[src/rtl/prescaler_pkg.sv]
// Shared constants, divisor type and channel-select width helper for the prescaler bank.
package prescaler_pkg;

  localparam int unsigned DIV_W_DEF     = 16;
  localparam int unsigned DIV_RESET_DEF = 60;
  localparam int unsigned MAX_CH        = 16;

  typedef logic [DIV_W_DEF-1:0] div_t;

  // Channel-select width, never narrower than one bit.
  function automatic int unsigned ch_w(input int unsigned n);
    int unsigned w;
    w = $clog2(n);
    if (w < 1) begin
      w = 1;
    end
    return w;
  endfunction

endpackage

[src/rtl/prescaler_channel.sv]
// One prescaler channel: half-period counter, active/shadow divisor and registered outputs.
// Optional synchronous phase alignment input when PRESCALER_SYNC_EN is defined.
module prescaler_channel
  import prescaler_pkg::*;
#(
  parameter int unsigned DivW     = DIV_W_DEF,
  parameter int unsigned DivReset = DIV_RESET_DEF
) (
  input  logic            clk_i,
  input  logic            rst_ni,
  input  logic            we_i,
  input  logic [DivW-1:0] div_i,
`ifdef PRESCALER_SYNC_EN
  input  logic            sync_i,
`endif
  output logic            clk_o,
  output logic            tick_o,
  output logic            pending_o
);

  logic [DivW-1:0] cnt_q, cnt_d;
  logic [DivW-1:0] act_q, act_d;
  logic [DivW-1:0] shd_q, shd_d;
  logic            pend_q, pend_d;
  logic            clk_q, clk_d;
  logic            tick_q, tick_d;

  logic            running;
  logic            tc;
  logic            sync_hold;
  logic [DivW-1:0] next_div;

`ifdef PRESCALER_SYNC_EN
  assign sync_hold = sync_i;
`else
  assign sync_hold = 1'b0;
`endif

  assign running = (act_q != '0);
  assign tc      = running && (cnt_q == act_q - 1'b1);

  // A write landing on the terminal-count cycle bypasses the shadow.
  assign next_div = we_i ? div_i : (pend_q ? shd_q : act_q);

  always_comb begin
    cnt_d  = cnt_q;
    act_d  = act_q;
    shd_d  = shd_q;
    pend_d = pend_q;
    clk_d  = clk_q;
    tick_d = 1'b0;

    if (we_i) begin
      shd_d  = div_i;
      pend_d = 1'b1;
    end

    if (sync_hold) begin
      cnt_d = '0;
      clk_d = 1'b0;
      if (we_i || pend_q) begin
        act_d  = next_div;
        pend_d = 1'b0;
      end
    end else if (!running) begin
      cnt_d = '0;
      clk_d = 1'b0;
      // A write arriving now stays pending so the newest value wins next cycle.
      if (pend_q && !we_i) begin
        act_d  = shd_q;
        pend_d = 1'b0;
      end
    end else if (tc) begin
      cnt_d  = '0;
      tick_d = 1'b1;
      act_d  = next_div;
      pend_d = 1'b0;
      clk_d  = (next_div == '0) ? 1'b0 : ~clk_q;
    end else begin
      cnt_d = cnt_q + 1'b1;
    end
  end

  always_ff @(posedge clk_i or negedge rst_ni) begin
    if (!rst_ni) begin
      cnt_q  <= '0;
      act_q  <= DivW'(DivReset);
      shd_q  <= DivW'(DivReset);
      pend_q <= 1'b0;
      clk_q  <= 1'b0;
      tick_q <= 1'b0;
    end else begin
      cnt_q  <= cnt_d;
      act_q  <= act_d;
      shd_q  <= shd_d;
      pend_q <= pend_d;
      clk_q  <= clk_d;
      tick_q <= tick_d;
    end
  end

  assign clk_o     = clk_q;
  assign tick_o    = tick_q;
  assign pending_o = pend_q;

endmodule

[src/rtl/prescaler_bank.sv]
// Bank of N_CH independent programmable clock prescalers sharing one config write port.
// Define PRESCALER_SYNC_EN to add the i_sync phase-alignment input.
module prescaler_bank
  import prescaler_pkg::*;
#(
  parameter int unsigned N_CH      = 4,
  parameter int unsigned DIV_W     = DIV_W_DEF,
  parameter int unsigned DIV_RESET = DIV_RESET_DEF,
  parameter int unsigned CH_W      = ch_w(N_CH)
) (
  input  logic             sysclk,
  input  logic             reset_n,
  input  logic             cfg_we,
  input  logic [CH_W-1:0]  cfg_ch,
  input  logic [DIV_W-1:0] cfg_div,
`ifdef PRESCALER_SYNC_EN
  input  logic             i_sync,
`endif
  output logic [N_CH-1:0]  o_clk,
  output logic [N_CH-1:0]  o_tick,
  output logic [N_CH-1:0]  o_pending
);

  logic cfg_valid;

  // Out-of-range channel indices are dropped here so no channel sees them.
  assign cfg_valid = cfg_we && (32'(cfg_ch) < N_CH);

  for (genvar i = 0; i < N_CH; i++) begin : g_ch
    logic ch_we;

    assign ch_we = cfg_valid && (32'(cfg_ch) == 32'(i));

    prescaler_channel #(
      .DivW     (DIV_W),
      .DivReset (DIV_RESET)
    ) u_ch (
      .clk_i     (sysclk),
      .rst_ni    (reset_n),
      .we_i      (ch_we),
      .div_i     (cfg_div),
`ifdef PRESCALER_SYNC_EN
      .sync_i    (i_sync),
`endif
      .clk_o     (o_clk[i]),
      .tick_o    (o_tick[i]),
      .pending_o (o_pending[i])
    );
  end

endmodule

[config.mk]
export PLATFORM = sky130hd
export DESIGN_NAME = prescaler_bank
export DESIGN_NICKNAME = d
export VERILOG_FILES = /design/src/rtl/prescaler_pkg.sv /design/src/rtl/prescaler_channel.sv /design/src/rtl/prescaler_bank.sv
export SDC_FILE = /design/constraint.sdc
export NUM_CORES = 1
export LEC_CHECK = 0
export ABC_AREA = 1
export CELL_PAD_IN_SITES_DETAIL_PLACEMENT = 1
export CELL_PAD_IN_SITES_GLOBAL_PLACEMENT = 2
export CORE_AREA = 2 2 198 200
export CTS_CLUSTER_SIZE = 24
export DETAILED_ROUTE_END_ITERATION = 7
export DIE_AREA = 0 0 200 202
export PLACE_DENSITY = 0.92
export SLEW_MARGIN = 40
export SYNTH_ARGS = -nofsm -noshare
export SYNTH_HDL_FRONTEND = slang
export SYNTH_HIERARCHICAL = 1
export SYNTH_SLANG_ARGS = --single-unit
[constraint.sdc]
create_clock -name sysclk -period 4.37 [get_ports sysclk]
set_clock_uncertainty 0.15 [all_clocks]
set_input_delay 0.6555 -clock sysclk [delete_from_list [all_inputs] [get_ports sysclk]]
set_output_delay 0.6555 -clock sysclk [all_outputs]
set_load 0.01 [all_outputs]
# == Yosys cells after proc, flatten, opt, wreduce, memory -nomap -nowiden ==
# Cells that the tools add are included.
# classes
n_bitwise,4
n_reduce_logical,33
mux,64
n_eq_ne,11
addsub,8
# op_table
operator,n
2-to-1 mux 16 bit,28
"adder 16 x 1 -> 16 bit, second input constant",4
== test 16 bit,4
zero test 16 bit,4
nonzero test 16 bit,4
"subtractor 16 x 1 -> 16 bit, second input constant",4
2-to-1 mux 1 bit,36
logical AND 1 bit,12
"!= test 2 bit, second input constant",4
AND reduction 2 bit,4
nonzero test 2 bit,4
"== test 2 bit, second input constant",2
zero test 1 bit,4
NOT 1 bit,4
"== test 2 x 1 -> 1 bit, second input constant",1
zero test 2 bit,1
# totals
input_bits,21
out_inout_bits,12
word_cells,144
register_bits,204

# == Logic depth before layout (Yosys ltp) ==
# Gate-level depths: netlist of the first run.
# logic_depth
word_depth,7
ltp_mapped,16

# == Hierarchy ==
# Netlist of the first run, hierarchy kept.
# modules_own_cells
module,cells_per_inst,seq_area_each_um2,area_per_inst_um2,instances
prescaler_channel at g_ch[0].u_ch ...,551,1286.2,3749.8,2
prescaler_channel at g_ch[2].u_ch ...,534,1286.2,3629.7,2
prescaler_bank,8,0.0,30.0,1

# == Least setup slack after synthesis of the first run ==
# No wires, ideal clock.
# synth_path
path_kind,input port to flip-flop
from,input port cfg_ch[0]
to,register g_ch[0].u_ch.clk_q
arrival_ps,1963
setup_ps,118
t_required_ps,4102
setup_slack_ps,2139
cell_stages,12
cell_sequence,inv_1 > nand2_1 > nor2_1 > clkbuf_1 > clkbuf_1 > a21oi_1 > a21boi_0 > nand4_1 > nor2_1 > a21oi_1 > nand4_1 > nand2_1
# synth_via
elab_chain_cells,7
# synth_rtl
item,line_no,source
"start, declared",prescaler_bank.sv:14,"input logic [CH_W-1:0] cfg_ch,"
zero test 2 bit,prescaler_bank.sv:32,assign ch_we = cfg_valid && (32'(cfg_ch) == 32'(i));
logical AND 1 bit,prescaler_bank.sv:32,
net g_ch[0].ch_we,prescaler_bank.sv:30,logic ch_we;
2-to-1 mux 16 bit,prescaler_channel.sv:43,assign next_div = we_i ? div_i : (pend_q ? shd_q : act_q);
zero test 16 bit,prescaler_channel.sv:78,clk_d = (next_div == '0) ? 1'b0 : ~clk_q;
2-to-1 mux 1 bit,prescaler_channel.sv:78,
2-to-1 mux 1 bit,prescaler_channel.sv:73,end else if (tc) begin
2-to-1 mux 1 bit,prescaler_channel.sv:65,end else if (!running) begin
"end signal, assigned",prescaler_channel.sv:97,clk_q <= clk_d;
"end, declared",prescaler_channel.sv:25,"logic clk_q, clk_d;"
# The timed path passes the listed nets, and every way through them passes these cells. The select of a mux whose other input is x is not followed.
# A chain may end at the register's enable or synchronous reset.

# == Worst setup path after layout of the first run ==
# layout_path
from,register g_ch[3].u_ch.act_q[0]
to,register g_ch[3].u_ch.act_q[0]
# layout_via
elab_chain_cells,5
# layout_rtl
item,line_no,source
"start, declared",prescaler_channel.sv:22,"logic [DivW-1:0] act_q, act_d;"
"start signal, assigned",prescaler_channel.sv:87,act_q <= DivW'(DivReset);
"start signal, assigned",prescaler_channel.sv:94,act_q <= act_d;
subtractor 16 x 1 -> 16 bit,prescaler_channel.sv:40,assign tc = running && (cnt_q == act_q - 1'b1);
== test 16 bit,prescaler_channel.sv:40,
logical AND 1 bit,prescaler_channel.sv:40,
!= test 2 bit (no line),--,
AND reduction 2 bit (no line),--,
# Several ways; a longest one is shown, not always the timed one. The select of a mux whose other input is x is not followed.

==> key figures, run 1 <==
Power
  • Max IR drop VDD: 287 uV
  • Sw frac: 0.271
  • Pwr dens: 282 mW/mm^2
  • Switching Power: 0.00126 W
  • Sequential power share: 0.442
  • Pint: 0.00337 W
  • Pleak: 8.09 nW
  • Comb power frac: 0.113
  • Clock power share: 0.445

Clocking
  • TritonCTS Buffers: 26
  • # H-tree levels: 1
  • Clock tree root buffer cell: clkbuf_16
  • Clock slew at reported path FFs: 0.06 ns
  • Worst-skew pair later-pin latency: 0.57 ns
  • Post-CTS Setup Bufs: 0
  • Clock buffer depth: 3
  • CTS tree: yes
  • Clock net sink count: 204

Yosys
  • Synth Net Count: 2,211
  • Post-Synth Adder-Cell Area: 0.0102
  • Avg Cell Area, Syn: 6.79 um^2
  • Largest family of logic cells by synthesized area: simple AND/OR/NAND/NOR gates
  • Top cells by area, synth: dfrtp_1 (29%), nand2_1 (15%), inv_1 (7.9%)
  • Synth area leader: dfrtp_1
  • FF+latch count, synth: 204
  • Post-synth cell types: 36
  • Synthesized cell area: 0.0148 mm^2
  • Post-Synth XOR/XNOR Area: 0.0509
  • Post-synthesis sequential area ratio: 0.348
  • Post-synthesis compound-gate area fraction: 0.0882
  • Yosys top cell area share: 0.291
  • Ys Warns: 6
  • Synth Area in Simple Gates: 0.370
  • Multiplexer share of the synthesized area: 0.0298
  • Syn Inst Count: 2,178

STA
  • RSZ-0062 raised after global routing: false
  • Min Tclk post-route: 2.97 ns
  • Slew headroom: 0.454
  • Slew @ Worst Pin: 0.820 ns
  • Final Hold Viols: 0
  • Period utilization: 0.680
  • Final worst setup slack: 1.40 ns
  • Setup TNS: 0 ns
  • Setup violators final: 0
  • FMAX: 337 MHz
  • Hold slack: 0.348 ns
  • Count of pins over their slew limit: 0

Worst setup path
  • CP max FO: 17
  • Worst Reg-to-Reg Cells: 8
  • Capturing element type of the critical path: flip-flop
  • WS Path Type: flip-flop to flip-flop
  • Req. time, crit path: 4.73 ns
  • Worst EP arrival: 3.33 ns
  • Worst setup SP type: flip-flop
  • Reg2reg setup slack: 1.40 ns
  • R2r startpoint: g_ch[3].u_ch/act_q[0]
  • Critical R2R Capture: g_ch[3].u_ch/act_q[0]

Die
  • Chip width: 200 um
  • Die height: 202 um
  • Cell Rows: 72
  • Core ar.: 0.0383 mm^2
  • Die Area: 0.0404 mm^2
  • Ports: 33
  • Initial Util: 0.386

Min path
  • Min-delay worst type: flip-flop to flip-flop
  • Hold path cells: 2
  • Worst hold endpoint: g_ch[2].u_ch/shd_q[4]
  • Hold path start: g_ch[2].u_ch/shd_q[4]

Global route
  • Grt total ovfl: 0
  • Vias in the first global route: 14,900
  • Largest net degree at the start of global routing: 82
  • First-pass GRT wire length: 75,600 um
  • GRT Overall Usage: 0.231
  • Initial antenna violation count: 2

Placement
  • IO Port Bufs: 32
  • DP HPWL: 33,800 um
  • Routability cong.: 0.839
  • DP Worst Slack: 1.24 ns

Drt
  • Vias per inst: 5.16
  • Detail Route Antenna Nets: 0
  • WL per Instance: 16.7 um
  • Starting DRT DRC Count: 662
  • Initial DRT Pass Iterations: 5
  • DRC: 0
  • Vias: 14,000
  • DRT Wirelength: 45,500 um

Job
  • MaxCap Viol Count: 0

Finish
  • Core Util, Final: 0.428
  • Final #Nets: 2,215
  • Fraction of layout cells with a size suffix above 1: 0.0745
  • Ant. Diodes: 0
  • Post-synthesis to final-layout area growth: 10.8%

Outcome
  • Status: completed
==> power by group through the flow <==
stage               Sequential, W  Clock, W  Combinational [W]
floorplan                 0.00206         0           0.000332
global placement          0.00207         0           0.000494
detailed placement        0.00208         0           0.000518
CTS                       0.00204   0.00213           0.000524
global route              0.00205   0.00218           0.000595
finish                    0.00204   0.00206           0.000521
==> through the flow <==
step	area (um^2)	total power, W	cells
after floorplan	14800	0.00240	2178
after detailed placement	15600	0.00259	2671
after global routing	16400	0.00483	2720
final	16400	0.00462	2720
after global placement	15600	0.00256	2671
after CTS	16400	0.00470	2720
==> state kept, by name, summed over array words and instances (netlist names) <==
signal and flops:
g_ch.u_ch/act_q 64, g_ch.u_ch/clk_o 4, g_ch.u_ch/cnt_q 64, g_ch.u_ch/shd_q 64
g_ch.u_ch/pending_o 4, g_ch.u_ch/tick_o 4
==> how the worst max path moves through the flow <==
stage / startpoint / endpoint / slack [ns] / depth (start not counted)
after CTS: g_ch[3].u_ch/pending_o / o_pending[3] / 1.42 / 1
after global routing: g_ch[3].u_ch/act_q[0] / g_ch[3].u_ch/act_q[0] / 1.21 / 8
final: g_ch[3].u_ch/act_q[0] / g_ch[3].u_ch/act_q[0] / 1.40 / 8
after detailed placement: cfg_ch[1] / g_ch[2].u_ch/act_q[12] / 1.24 / 8
after floorplan: cfg_ch[0] / g_ch[0].u_ch/clk_o / 2.14 / 12
after global placement: cfg_ch[1] / g_ch[2].u_ch/act_q[10] / 1.24 / 8
==> placed cells by master (no fill, tap or decap), types with 3 or more instances in the layout <==
cell type        count
o21ai_0            146
nor2_4              16
buf_4               14
clkbuf_1            11
nor2_2              28
nand4_1             94
nand2_1            591
dfrtp_1            172
nand2_4              6
nand3_4              4
dfstp_2             32
nor3_1              28
nand3b_1            12
ha_1                12
a21oi_1             40
mux2i_1             44
nor2_1             200
and3_1               4
nand3_1            192
inv_2                4
inv_1              312
clkbuf_8             5
o21bai_1             8
or2_2                6
xnor2_1             34
clkdlybuf4s50_1     31
clkbuf_16           26
nand2_2             11
xor2_1              52
o21a_1               4
clkinvlp_4           3
a21boi_0            36
and2_1               8
==> layout make-up <==
| class | count | area (um^2) |
|---|---|---|
| Sequential cell | 204 | 5140 |
| Clock inverter | 6 | 48.8 |
| Timing Repair Buffer | 48 | 460 |
| Fill cell | 4962 | 21900 |
| Inverter | 318 | 1190 |
| Clock buffer | 42 | 761 |
| Multi-Input combinational cell | 1584 | 8130 |
| Tap cell | 518 | 648 |
==> worst max-delay path: stages (launching register included) <==
cell	delay, ns
dfrtp_1	0.44
inv_1	0.22
ha_1	0.19
inv_1	0.07
nor4_1	0.50
nand3_1	0.67
nand2_4	0.46
nand2_1	0.12
nand2_1	0.09
==> repair_timing <==
| item | CTS | global route |
|---|---|---|
| endpoints found under the hold margin | 45 | 0 |
| hold buffers | 1 | 0 |
| gates resized for setup | 0 | 0 |
==> synth_stat cells <==
master	instances
ha_1	12
nand4_2	2
nand3b_1	12
buf_8	4
nand3_4	4
mux2i_1	44
a21oi_1	40
o21bai_1	8
o21ai_0	146
xnor2_1	34
dfrtp_1	172
dfstp_2	32
nor2_2	24
nor2_4	16
clkbuf_2	2
inv_2	4
o22ai_1	2
clkbuf_1	52
xor2_1	52
nand3_2	2
or2_2	6
and2_1	8
nor3_1	28
o21a_1	4
nand2_1	592
nand2_2	10
nor2_1	204
buf_2	14
clkinv_1	2
nand2_4	6
nand4_1	94
inv_1	312
nor4_1	2
and3_1	4
nand3_1	192
a21boi_0	36
==> cells by family after synthesis <==
family | count (synthesis)
XOR/XNOR | 86
AO/OA/AOI/OAI | 236
AND/OR/NAND/NOR | 1206
adder cells (fa/ha/maj) | 12
multiplexers | 44
buffers and inverters | 390
flip-flops | 204
==> routing by layer <==
metal | vias up | global-route usage | part of all wire | wire [um]
met5 | - | 0 | 0.00059 | 27
met4 | 4 | 0.0593 | 0.026 | 1170
met3 | 65 | 0.0274 | 0.029 | 1320
met2 | 149 | 0.398 | 0.48 | 21900
met1 | 6874 | 0.304 | 0.46 | 21100
li1 | 6952 | - | - | -
(Power assumes the default switching activity.)
==> inputs of run 2 (changes only) <==
CORE_AREA = 2 2 206 208   (was 2 2 198 200)
DIE_AREA = 0 0 208 210   (was 0 0 200 202)
PLACE_DENSITY = 0.86   (was 0.92)
clock period = 2.8 ns   (was 4.37 ns; I/O delays follow)
==> run 2 against run 1 <==
Compared with the run above:
- count of clock-buffer cells in the layout grew 5
- clock power rose by 66%
- worst hold slack got worse by 0.10 ns
- global-route usage is 1.3 points lower
- die area is 8.1% higher
- largest power group unchanged
- highest routed layer is now met4
==> key figures, run 2 (same netlist as run 1, synthesis figures left out) <==
Worst setup path
  • Max incr delay on CP: 0.40 ns
  • Critical R2R Capture: g_ch[3].u_ch/act_q[7]
  • Worst path cell trace: inv_1 -> ha_1 -> nand2_1 -> nor2_1 -> nand2_1 -> nand2_1 -> nand2_1 -> nor2_1 -> nand2_1 -> nor2_4 -> nand3_4 -> buf_12 -> nand3_1 -> nand2_1
  • WS Path Type: flip-flop to flip-flop
  • Worst setup SP type: flip-flop
  • Reg2reg setup slack: 0.25 ns
  • R2r startpoint: g_ch[3].u_ch/act_q[1]
  • Worst EP arrival: 2.87 ns
  • Worst Reg-to-Reg Cells: 14
  • Cell seen most often among critical-path stages: nand2_1
  • Req. time, crit path: 3.12 ns
  • CP max FO: 12
  • CP max-delay cell: dfrtp_1
  • Capturing element type of the critical path: flip-flop

Finish
  • Highest-count cells in the layout ignoring fill and taps: nand2_1 (592), inv_1 (312), nor2_1 (199)
  • Post-synthesis to final-layout area growth: 13.6%
  • Fin area: 0.0168 mm^2
  • Final #Nets: 2,247
  • Commonest non-fill, non-tap cell in the layout: nand2_1
  • Top flop regs: g_ch.u_ch/act_q x64, g_ch.u_ch/cnt_q x64, g_ch.u_ch/shd_q x64
  • Ant. Diodes: 0
  • Fraction of layout cells with a size suffix above 1: 0.0855

Drt
  • DRC: 0
  • DRT Wirelength: 46,700 um
  • Initial DRT Pass Iterations: 4
  • Vias: 14,200
  • Starting DRT DRC Count: 582
  • WL per Instance: 16.9 um
  • Detail Route Antenna Nets: 0
  • Vias per inst: 5.12

STA
  • Period utilization: 0.910
  • Setup TNS: 0 ns
  • Count of pins over their slew limit: 0
  • Min Tclk post-route: 2.55 ns
  • FMAX: 393 MHz
  • Slew @ Worst Pin: 0.557 ns
  • Final Hold Viols: 0
  • Setup violators final: 0
  • Slew headroom: 0.629

Power
  • Max IR drop VDD: 482 uV
  • Pwr dens: 442 mW/mm^2
  • Pleak: 8.32 nW

Clocking
  • Clock net sink count: 204
  • # H-tree levels: 1
  • Clock tree root buffer cell: clkbuf_16
  • Clock buffer depth: 3
  • TritonCTS Buffers: 27
  • CTS tree: yes
  • Worst-skew pair later-pin latency: 0.58 ns
  • Clock slew at reported path FFs: 0.06 ns

Global route
  • GRT Overall Usage: 0.218
  • Largest net degree at the start of global routing: 64
  • Initial antenna violation count: 0
  • Vias in the first global route: 15,200
  • First-pass GRT wire length: 78,600 um
  • Grt total ovfl: 0

Job
  • MaxCap Viol Count: 0

Die
  • Die Area: 0.0437 mm^2
  • Initial Util: 0.357
  • Ports: 33
  • Die height: 210 um
  • Chip width: 208 um
  • Core ar.: 0.0415 mm^2
  • Cell Rows: 75

Placement
  • IO Port Bufs: 32
  • DP HPWL: 35,300 um
  • Placed Area: 0.0158 mm^2
  • Routability cong.: 0.867

Outcome
  • Status: completed

Min path
  • Min-delay worst type: input port to async pin
==> run 2: cell count changes in the layout (fill, tap and decap cells not counted), sizes merged <==
cell,previous run,this run
clkinvlp,3,0
bufinv,0,2
clkbuf,42,47
buf,16,47
inv,316,317
clkinv,5,2
==> run 2: how the worst max path moves through the flow <==
stage | from | endpoint | slack [ns] | depth (start not counted)
floorplan | g_ch[2].u_ch/act_q[0] | g_ch[2].u_ch/act_q[10] | 0.62 | 14
global placement | cfg_ch[1] | g_ch[2].u_ch/clk_o | 0.08 | 12
detailed placement | cfg_ch[1] | g_ch[2].u_ch/clk_o | -0.07 | 12
CTS | g_ch[3].u_ch/act_q[1] | g_ch[3].u_ch/act_q[2] | 0.08 | 14
global route | g_ch[3].u_ch/act_q[1] | g_ch[3].u_ch/act_q[12] | -0.005 | 14
finish | g_ch[3].u_ch/act_q[1] | g_ch[3].u_ch/act_q[7] | 0.25 | 14
==> run 2: worst max-delay path, delay by kind of cell, from the launching register on <==
kind | cells | cell delay [ns]
DFF | 1 | 0.40
and+or+nand+nor | 11 | 1.26
buffers and inverters | 2 | 0.34
adders and majority gates | 1 | 0.28
==> run 2: power by group <==
group	leakage, nW	total (W)	internal [W]	switching [W]
registers	2.31	0.00319	0.00313	0.0000531
clock network	0.407	0.00342	0.00205	0.00137
logic	5.60	0.000826	0.000285	0.000541
total	8.32	0.00744	0.00547	0.00196
==> run 2: timing repair <==
action,in CTS,in global routing
endpoints found under the setup margin,0,84
endpoints found under the hold margin,53,0
setup buffers,0,6
gates resized for setup,0,7
hold buffers,1,0
==> run 2: area by class of cell <==
cell class | count | area [um^2]
fill | 5355 | 24700
clock inverter | 3 | 68.8
multi-input combinational | 1584 | 8170
sequential | 204 | 5140
timing repair buffer | 79 | 768
inverter | 318 | 1190
tap | 539 | 674
clock buffer | 47 | 781
==> run 2: per-layer routing <==
layer	track usage	share of wire
met2	0.385	0.49
met4	0.0504	0.022
met1	0.286	0.47
met5	0	0
met3	0.0228	0.023
==> run 2: stage by stage <==
stage                     hold slack (ns)  setup slack [ns]   util  instances  total power [W]
final                               0.247             0.252  0.405       2774          0.00744
after global routing                0.281          -0.00490  0.405       2774          0.00779
after CTS                           0.257            0.0827  0.402       2768          0.00756
after detailed placement            0.261           -0.0671  0.382       2717          0.00406
after global placement              0.260            0.0764  0.382       2717          0.00402
after floorplan                   -0.0256             0.617      -       2178          0.00374
